`src/rtl/alu_wb_unit_if.sv`:
```
// alu_wb_unit_if: ALU-result and load-data handshake channels into the writeback unit.
interface alu_wb_unit_if #(parameter int WIDTH = 32, parameter int AW = 4);
    logic             alu_valid;
    logic             alu_ready;
    logic [AW-1:0]    alu_rd;
    logic [WIDTH-1:0] alu_res;
    logic [7:0]       alu_fo;
    logic             alu_wb_en;
    logic             alu_flag_en;
    logic             mem_valid;
    logic             mem_ready;
    logic [AW-1:0]    mem_rd;
    logic [WIDTH-1:0] mem_data;
    modport master (
        output alu_valid, alu_rd, alu_res, alu_fo, alu_wb_en, alu_flag_en,
        output mem_valid, mem_rd, mem_data,
        input  alu_ready, mem_ready
    );
    modport slave (
        input  alu_valid, alu_rd, alu_res, alu_fo, alu_wb_en, alu_flag_en,
        input  mem_valid, mem_rd, mem_data,
        output alu_ready, mem_ready
    );
endinterface

```
`src/rtl/alu_wb_unit.sv`:
```
// alu_wb_unit: writeback stage owning the flag register and the single register-file
// write port, arbitrating ALU and load writes through a one-entry holding buffer.
module alu_wb_unit #(
    parameter int WIDTH = 32,
    parameter int AW    = 4
) (
    input  logic             clk,
    input  logic             reset_n,
    alu_wb_unit_if.slave     bus,
    input  logic             sfr_we,
    input  logic [7:0]       sfr_wd,
    output logic [7:0]       flags,
    output logic             rf_we,
    output logic [AW-1:0]    rf_wa,
    output logic [WIDTH-1:0] rf_wd,
    output logic             hold_busy,
    output logic [AW-1:0]    hold_rd
);
    logic [WIDTH-1:0] hold_data;
    logic             alu_x, mem_x, alu_w, capture, sel_we;
    logic [AW-1:0]    sel_wa;
    logic [WIDTH-1:0] sel_wd;
    // Ready depends only on buffer state, so valid never combinationally feeds ready.
    assign bus.alu_ready = !hold_busy;
    assign bus.mem_ready = !hold_busy;
    assign alu_x   = bus.alu_valid & !hold_busy;
    assign mem_x   = bus.mem_valid & !hold_busy;
    assign alu_w   = alu_x & bus.alu_wb_en;
    assign capture = mem_x & alu_w;
    assign sel_we  = hold_busy | mem_x | alu_w;
    assign sel_wa  = hold_busy ? hold_rd : mem_x ? bus.mem_rd : bus.alu_rd;
    assign sel_wd  = hold_busy ? hold_data : mem_x ? bus.mem_data : bus.alu_res;
    always_ff @(posedge clk or negedge reset_n) begin
        if (!reset_n) begin
            flags     <= 8'h00;
            rf_we     <= 1'b0;
            rf_wa     <= '0;
            rf_wd     <= '0;
            hold_busy <= 1'b0;
            hold_rd   <= '0;
            hold_data <= '0;
        end else begin
            flags     <= sfr_we ? sfr_wd : (alu_x & bus.alu_flag_en) ? bus.alu_fo : flags;
            rf_we     <= sel_we;
            hold_busy <= capture;
            if (sel_we) begin
                rf_wa <= sel_wa;
                rf_wd <= sel_wd;
            end
            // Younger ALU result parks here so it lands after the concurrent load.
            if (capture) begin
                hold_rd   <= bus.alu_rd;
                hold_data <= bus.alu_res;
            end
        end
    end
endmodule

```
`src/flat_wrapper.sv`:
```
// flat-port wrapper written by rule: the top's interface ports become plain ports
module alu_wb_unit_flat 
#(
    parameter int WIDTH = 32,
    parameter int AW    = 4
)
  (clk, reset_n, sfr_we, sfr_wd, flags, rf_we, rf_wa, rf_wd, hold_busy, hold_rd, bus_alu_valid, bus_alu_rd, bus_alu_res, bus_alu_fo, bus_alu_wb_en, bus_alu_flag_en, bus_mem_valid, bus_mem_rd, bus_mem_data, bus_alu_ready, bus_mem_ready);
  alu_wb_unit_if #(.WIDTH(WIDTH), .AW(AW)) bus_i ();
  input  logic clk;
  input  logic reset_n;
  input  logic sfr_we;
  input  logic [7:0] sfr_wd;
  output logic [7:0] flags;
  output logic rf_we;
  output logic [AW-1:0] rf_wa;
  output logic [WIDTH-1:0] rf_wd;
  output logic hold_busy;
  output logic [AW-1:0] hold_rd;
  input wire logic [$bits(bus_i.alu_valid)-1:0] bus_alu_valid;
  input wire logic [$bits(bus_i.alu_rd)-1:0] bus_alu_rd;
  input wire logic [$bits(bus_i.alu_res)-1:0] bus_alu_res;
  input wire logic [$bits(bus_i.alu_fo)-1:0] bus_alu_fo;
  input wire logic [$bits(bus_i.alu_wb_en)-1:0] bus_alu_wb_en;
  input wire logic [$bits(bus_i.alu_flag_en)-1:0] bus_alu_flag_en;
  input wire logic [$bits(bus_i.mem_valid)-1:0] bus_mem_valid;
  input wire logic [$bits(bus_i.mem_rd)-1:0] bus_mem_rd;
  input wire logic [$bits(bus_i.mem_data)-1:0] bus_mem_data;
  output wire logic [$bits(bus_i.alu_ready)-1:0] bus_alu_ready;
  output wire logic [$bits(bus_i.mem_ready)-1:0] bus_mem_ready;
  assign bus_i.alu_valid = bus_alu_valid;
  assign bus_i.alu_rd = bus_alu_rd;
  assign bus_i.alu_res = bus_alu_res;
  assign bus_i.alu_fo = bus_alu_fo;
  assign bus_i.alu_wb_en = bus_alu_wb_en;
  assign bus_i.alu_flag_en = bus_alu_flag_en;
  assign bus_i.mem_valid = bus_mem_valid;
  assign bus_i.mem_rd = bus_mem_rd;
  assign bus_i.mem_data = bus_mem_data;
  assign bus_alu_ready = bus_i.alu_ready;
  assign bus_mem_ready = bus_i.mem_ready;
  alu_wb_unit #(.WIDTH(WIDTH), .AW(AW)) u_core (.clk(clk), .reset_n(reset_n), .bus(bus_i), .sfr_we(sfr_we), .sfr_wd(sfr_wd), .flags(flags), .rf_we(rf_we), .rf_wa(rf_wa), .rf_wd(rf_wd), .hold_busy(hold_busy), .hold_rd(hold_rd));
endmodule
```
`config.mk`:
```
export PLATFORM = sky130hd
export DESIGN_NAME = alu_wb_unit_flat
export DESIGN_NICKNAME = d
export VERILOG_FILES = /design/src/rtl/alu_wb_unit_if.sv /design/src/rtl/alu_wb_unit.sv /design/src/flat_wrapper.sv
export SDC_FILE = /design/constraint.sdc
export NUM_CORES = 1
export LEC_CHECK = 0
export ABC_AREA = 1
export BUFFER_PORTS_ARGS = -buffer_cell sky130_fd_sc_hd__buf_2
export CAP_MARGIN = 20
export CORE_MARGIN = 2
export CORE_UTILIZATION = 45
export DETAILED_ROUTE_END_ITERATION = 7
export PLACE_DENSITY = 0.83
export SYNTH_ARGS = -nofsm -noshare
export SYNTH_HDL_FRONTEND = slang
export SYNTH_SLANG_ARGS = --single-unit
```
`constraint.sdc`:
```
create_clock -name clk -period 1.1 [get_ports clk]
set_input_delay 0.055 -clock clk [delete_from_list [all_inputs] [get_ports clk]]
set_output_delay 0.055 -clock clk [all_outputs]
set_load 0.005 [all_outputs]
```
-- Word level (Yosys, flattened, before mapping)
Index checks and enable logic that the tools add are counted.
- bits in registers: 82
- bits of input ports: 95
- muxes and demuxes: 6
- bitwise gates (word level): 7
- reductions and logical operators: 2
- operators by type and width (operator ; number):
    2-to-1 mux 32 bit ; 2
    2-to-1 mux 8 bit ; 2
    2-to-1 mux 4 bit ; 2
    AND 1 bit ; 5
    OR 1 bit ; 2
    nonzero test 2 bit ; 1
    logical NOT 1 bit ; 1

-- Logic depth before layout (Yosys ltp)
- depth in word-level cells: 5
- mapped depth: 7
- mapped depth without buffers: 6

-- Least setup slack after synthesis
Ideal clock, no wire load.
- kind: reg2reg
- from: register u_core.hold_busy
- to: register u_core.rf_wd[10]
- arrival: 1.132 ns
- data required time: 1.034 ns
- slack: -0.098 ns
- stages on the path, launching flop included: 5
- path buffers: 1
- period minus slack after synthesis: 1.198 ns
- cell sequence: dfrtp_1 -> nor2_4 -> clkbuf_1 -> nand3_1 -> nand2_1
- cells in the longest elaborated chain, start to end: 4
- RTL lines (element ; line ; text):
    from (decl) ; alu_wb_unit.sv:16 ; output logic hold_busy,
    from (signal assigned) ; alu_wb_unit.sv:45 ; hold_busy <= capture;
    logical NOT 1 bit ; alu_wb_unit.sv:26, alu_wb_unit.sv:27 ;
    AND 1 bit, on equally long branches ; alu_wb_unit.sv:27, alu_wb_unit.sv:26 ;
    2-to-1 mux 32 bit, or another cell as far along ; alu_wb_unit.sv:32 ; assign sel_wd = hold_busy ? hold_data : mem_x ? bus.mem_data : bus.alu_res;
    2-to-1 mux 32 bit / OR 1 bit (equally long branches) ; alu_wb_unit.sv:32, alu_wb_unit.sv:30 ;
    to (signal assigned) ; alu_wb_unit.sv:48 ; rf_wd <= sel_wd;
    to (decl) ; alu_wb_unit.sv:15 ; output logic [WIDTH-1:0] rf_wd,
Parallel ways exist; a longest one is shown, timed or not.
A chain may end at the register's enable or synchronous reset.

-- Worst setup path after layout
- from: register u_core.hold_busy
- to: register u_core.rf_wd[8]
Same word-level chain as after synthesis.

==> results.cfg <==
[global_routing]
grt_pass1_vias = 4380
grt_pass1_wl_mm = 20.8
track_usage_pct = 26.9
grt_max_degree = 83
grt-ovfl-total = 0
antenna_found_initial = 1

[layout]
multi_input_area_um2 = 2010
antenna_cells = 0
drive_above_1_share_pct = 38.1
regArea_um2 = 2050
area_growth_pct = 57.6
nets = 844
final_cells = 862
finish.utilization_pct = 72.7
fillers = 620

[timing]
post-route-period-util_pct = 121
setup_viol = 85
max-slew-margin-rel_pct = 70.4
tightest_slew_ps = 444
rsz0062_at_grt = yes
finalHoldViolCount = 0
worst_slack_ps = -235
fmax_mhz = 749
clock_skew_ps = 16.1
tns_ps = -16450
period_needed_ps = 1330
slew_viol_final = 0

[route]
wl_mm = 14.2
dr_wl_met2_mm = 7.19
postRouteAntennaNets = 0
viasPerCell = 5.42
vias = 4670
wl_met1_mm = 5.21
drc = 0
drt-initial-drc-count = 355
wl_met3_mm = 1.24
top_layer = met5
drt_pre_antenna_iters = 5
avgRoutedWirePerCell_um = 16.4

[place]
io_buffers = 146
place_hpwl_mm = 7.82
numPlacedInstances = 781
place_congestion = 0.829

[setup_path]
r2r-start = u_core.hold_busy$_DFF_PN0_
required_ps = 1350
startpoint_type = register
reg2reg_depth = 7
worstPathArrival_ps = 1580
ff2ff_setup_slack_ps = -230
crit_fanout = 8
end_kind = register
critPathKind = register to register
rr_endpoint = u_core.rf_wd[8]$_DFFE_PN0P_

[job]
maxCapViolCount = 0

[yosys]
ys_ff_latch = 82
yosys-top-cells-area = dfrtp_1 (51%), nand2_1 (28%), nand3_1 (15%), buf_2 (2.6%), buf_4 (1.5%)
syn_area_um2 = 4000
ys_types = 14
syn_inst = 534
synth.avg_cell_area_um2 = 7.49
yosysSeqAreaShare_pct = 51.3
yosysTopAreaCell = dfrtp_1
synth_top_area_share_pct = 51.3
syn-num-nets = 629
synth-xor-area-share_pct = 0
synthSimpleGateAreaFrac_pct = 43.5
synth_top_family_by_area = simple AND/OR/NAND/NOR gates
synth_fa_ha_area_share_pct = 0
ys_warn_count = 0
synth_mux_area_share_pct = 0
synth_compound_area_share_pct = 0

[floorplanning]
initial_utilization_pct = 46.1
die_h_um = 98.3
fp.dieW_um = 98.3
ioPinCount = 147
rows = 34
die-area_um2 = 9660
coreArea_um2 = 8680

[pwr]
p_per_area_nw_per_um2 = 1280
ir_worst_vdd_v = 0.000947
p_leak_nw = 3.45
p_total_mw = 8.07

[clocking]
cts_tree = yes
cts_max_level = 3
clock_sinks = 82
clk_path_buf_depth = 2
clkSlewWorstSetupHoldPaths_ps = 90
cts-root-buf = clkbuf_8
clk_latency_ps = 360
numCtsBuffers = 9

[hold_path]
worstHoldEndpoint = u_core.flags[6]$_DFFE_PN0P_
hold_depth = 5
hold_class = primary input to register
min_from = sfr_wd[6]

[run_status]
violations = negative setup slack
outcome = finished, violations left
==> cell type report <==
cell class,instances,share of cell area (%)
Clock buffer,9,1.96
Timing Repair Buffer,237,29.9
Clock inverter,7,1.19
Multi-Input combinational cell,415,31.9
Inverter,4,0.357
Tap cell,108,2.14
Sequential cell,82,32.6
==> cell families after synthesis <==
family / count (synthesis)
buffers and inverters: 37
flip-flops: 82
AND/OR/NAND/NOR: 415
==> power breakdown <==
group	internal (mW)	switching, mW	total [mW]
combinational	1.01	1.06	2.07
sequential	3.46	0.281	3.74
clock	1.07	1.18	2.25
==> cells in the final DEF (no fill, tap or decap), types with 5 or more instances in the layout <==
cell type	synthesis	final
buf_12	0	13
buf_2	21	145
buf_4	8	16
buf_6	1	6
clkbuf_16	0	5
clkbuf_8	0	9
dfrtp_1	82	81
dlygate4sd3_1	0	46
nand2_1	294	238
nand2_2	1	48
nand2_4	1	9
nand3_1	116	101
nand3_2	0	15
==> critical path, cell delays in order (launching register included) <==
cell and delay [ps]:
dfrtp_2 430, buf_12 130, nor2_4 110, buf_12 180
nand2_8 100, clkbuf_16 190, nand2_2 60, nand2_1 40
==> registers in the layout (all words and copies together) (netlist names) <==
signal	count
u_core.hold_data	32
u_core.hold_busy	1
u_core.flags	8
u_core.rf_wa	4
u_core.rf_we	1
u_core.rf_wd	32
u_core.hold_rd	4
==> cells in the mapped netlist (all sizes together) <==
cell type,n
buf,30
clkbuf,3
dfrtp,82
inv,4
nand2,296
nand3,117
nor2,2
==> per-stage QoR <==
step | hold WS (ps) | area [um^2] | worst slack (ps)
final | 16.1 | 6310 | -235
after global routing | 23.5 | 6310 | -293
after CTS | 1.31 | 5940 | -209
after detailed placement | 127 | 5010 | -123
after global placement | 119 | 5010 | -100
after floorplan | -241 | 4070 | -34.3
==> timing repair <==
action / 4_1_cts / 5_1_grt
hold buffers: 46 / 0
endpoints found under the setup margin: 84 / 85
resized for setup: 34 / 63
setup buffers: 7 / 3
cloned: 3 / 6
endpoints found under the hold margin: 127 / 0
pin swaps: 3 / 13
==> per-layer routing <==
metal,GRT usage (%),vias up
li1,-,2137
met1,32.9,2185
met2,46.0,294
met3,4.29,52
met4,13.4,2
met5,0,-
==> how the worst max path moves through the flow <==
stage                                     startpoint  cells past startpoint                          endpoint  slack [ps]
final                     u_core.hold_busy$_DFF_PN0_                      7       u_core.rf_wd[8]$_DFFE_PN0P_        -230
after floorplan           u_core.hold_busy$_DFF_PN0_                      5     u_core.hold_rd[2]$_DFFE_PN0P_         -30
after CTS                 u_core.hold_busy$_DFF_PN0_                      7       u_core.flags[7]$_DFFE_PN0P_        -210
after detailed placement  u_core.hold_busy$_DFF_PN0_                      7       u_core.rf_wd[9]$_DFFE_PN0P_        -120
after global placement    u_core.hold_busy$_DFF_PN0_                      6  u_core.hold_data[10]$_DFFE_PN0P_        -100
after global routing      u_core.hold_busy$_DFF_PN0_                      7     u_core.hold_rd[1]$_DFFE_PN0P_        -290
No activity file was read; power rests on OpenSTA's default activity.
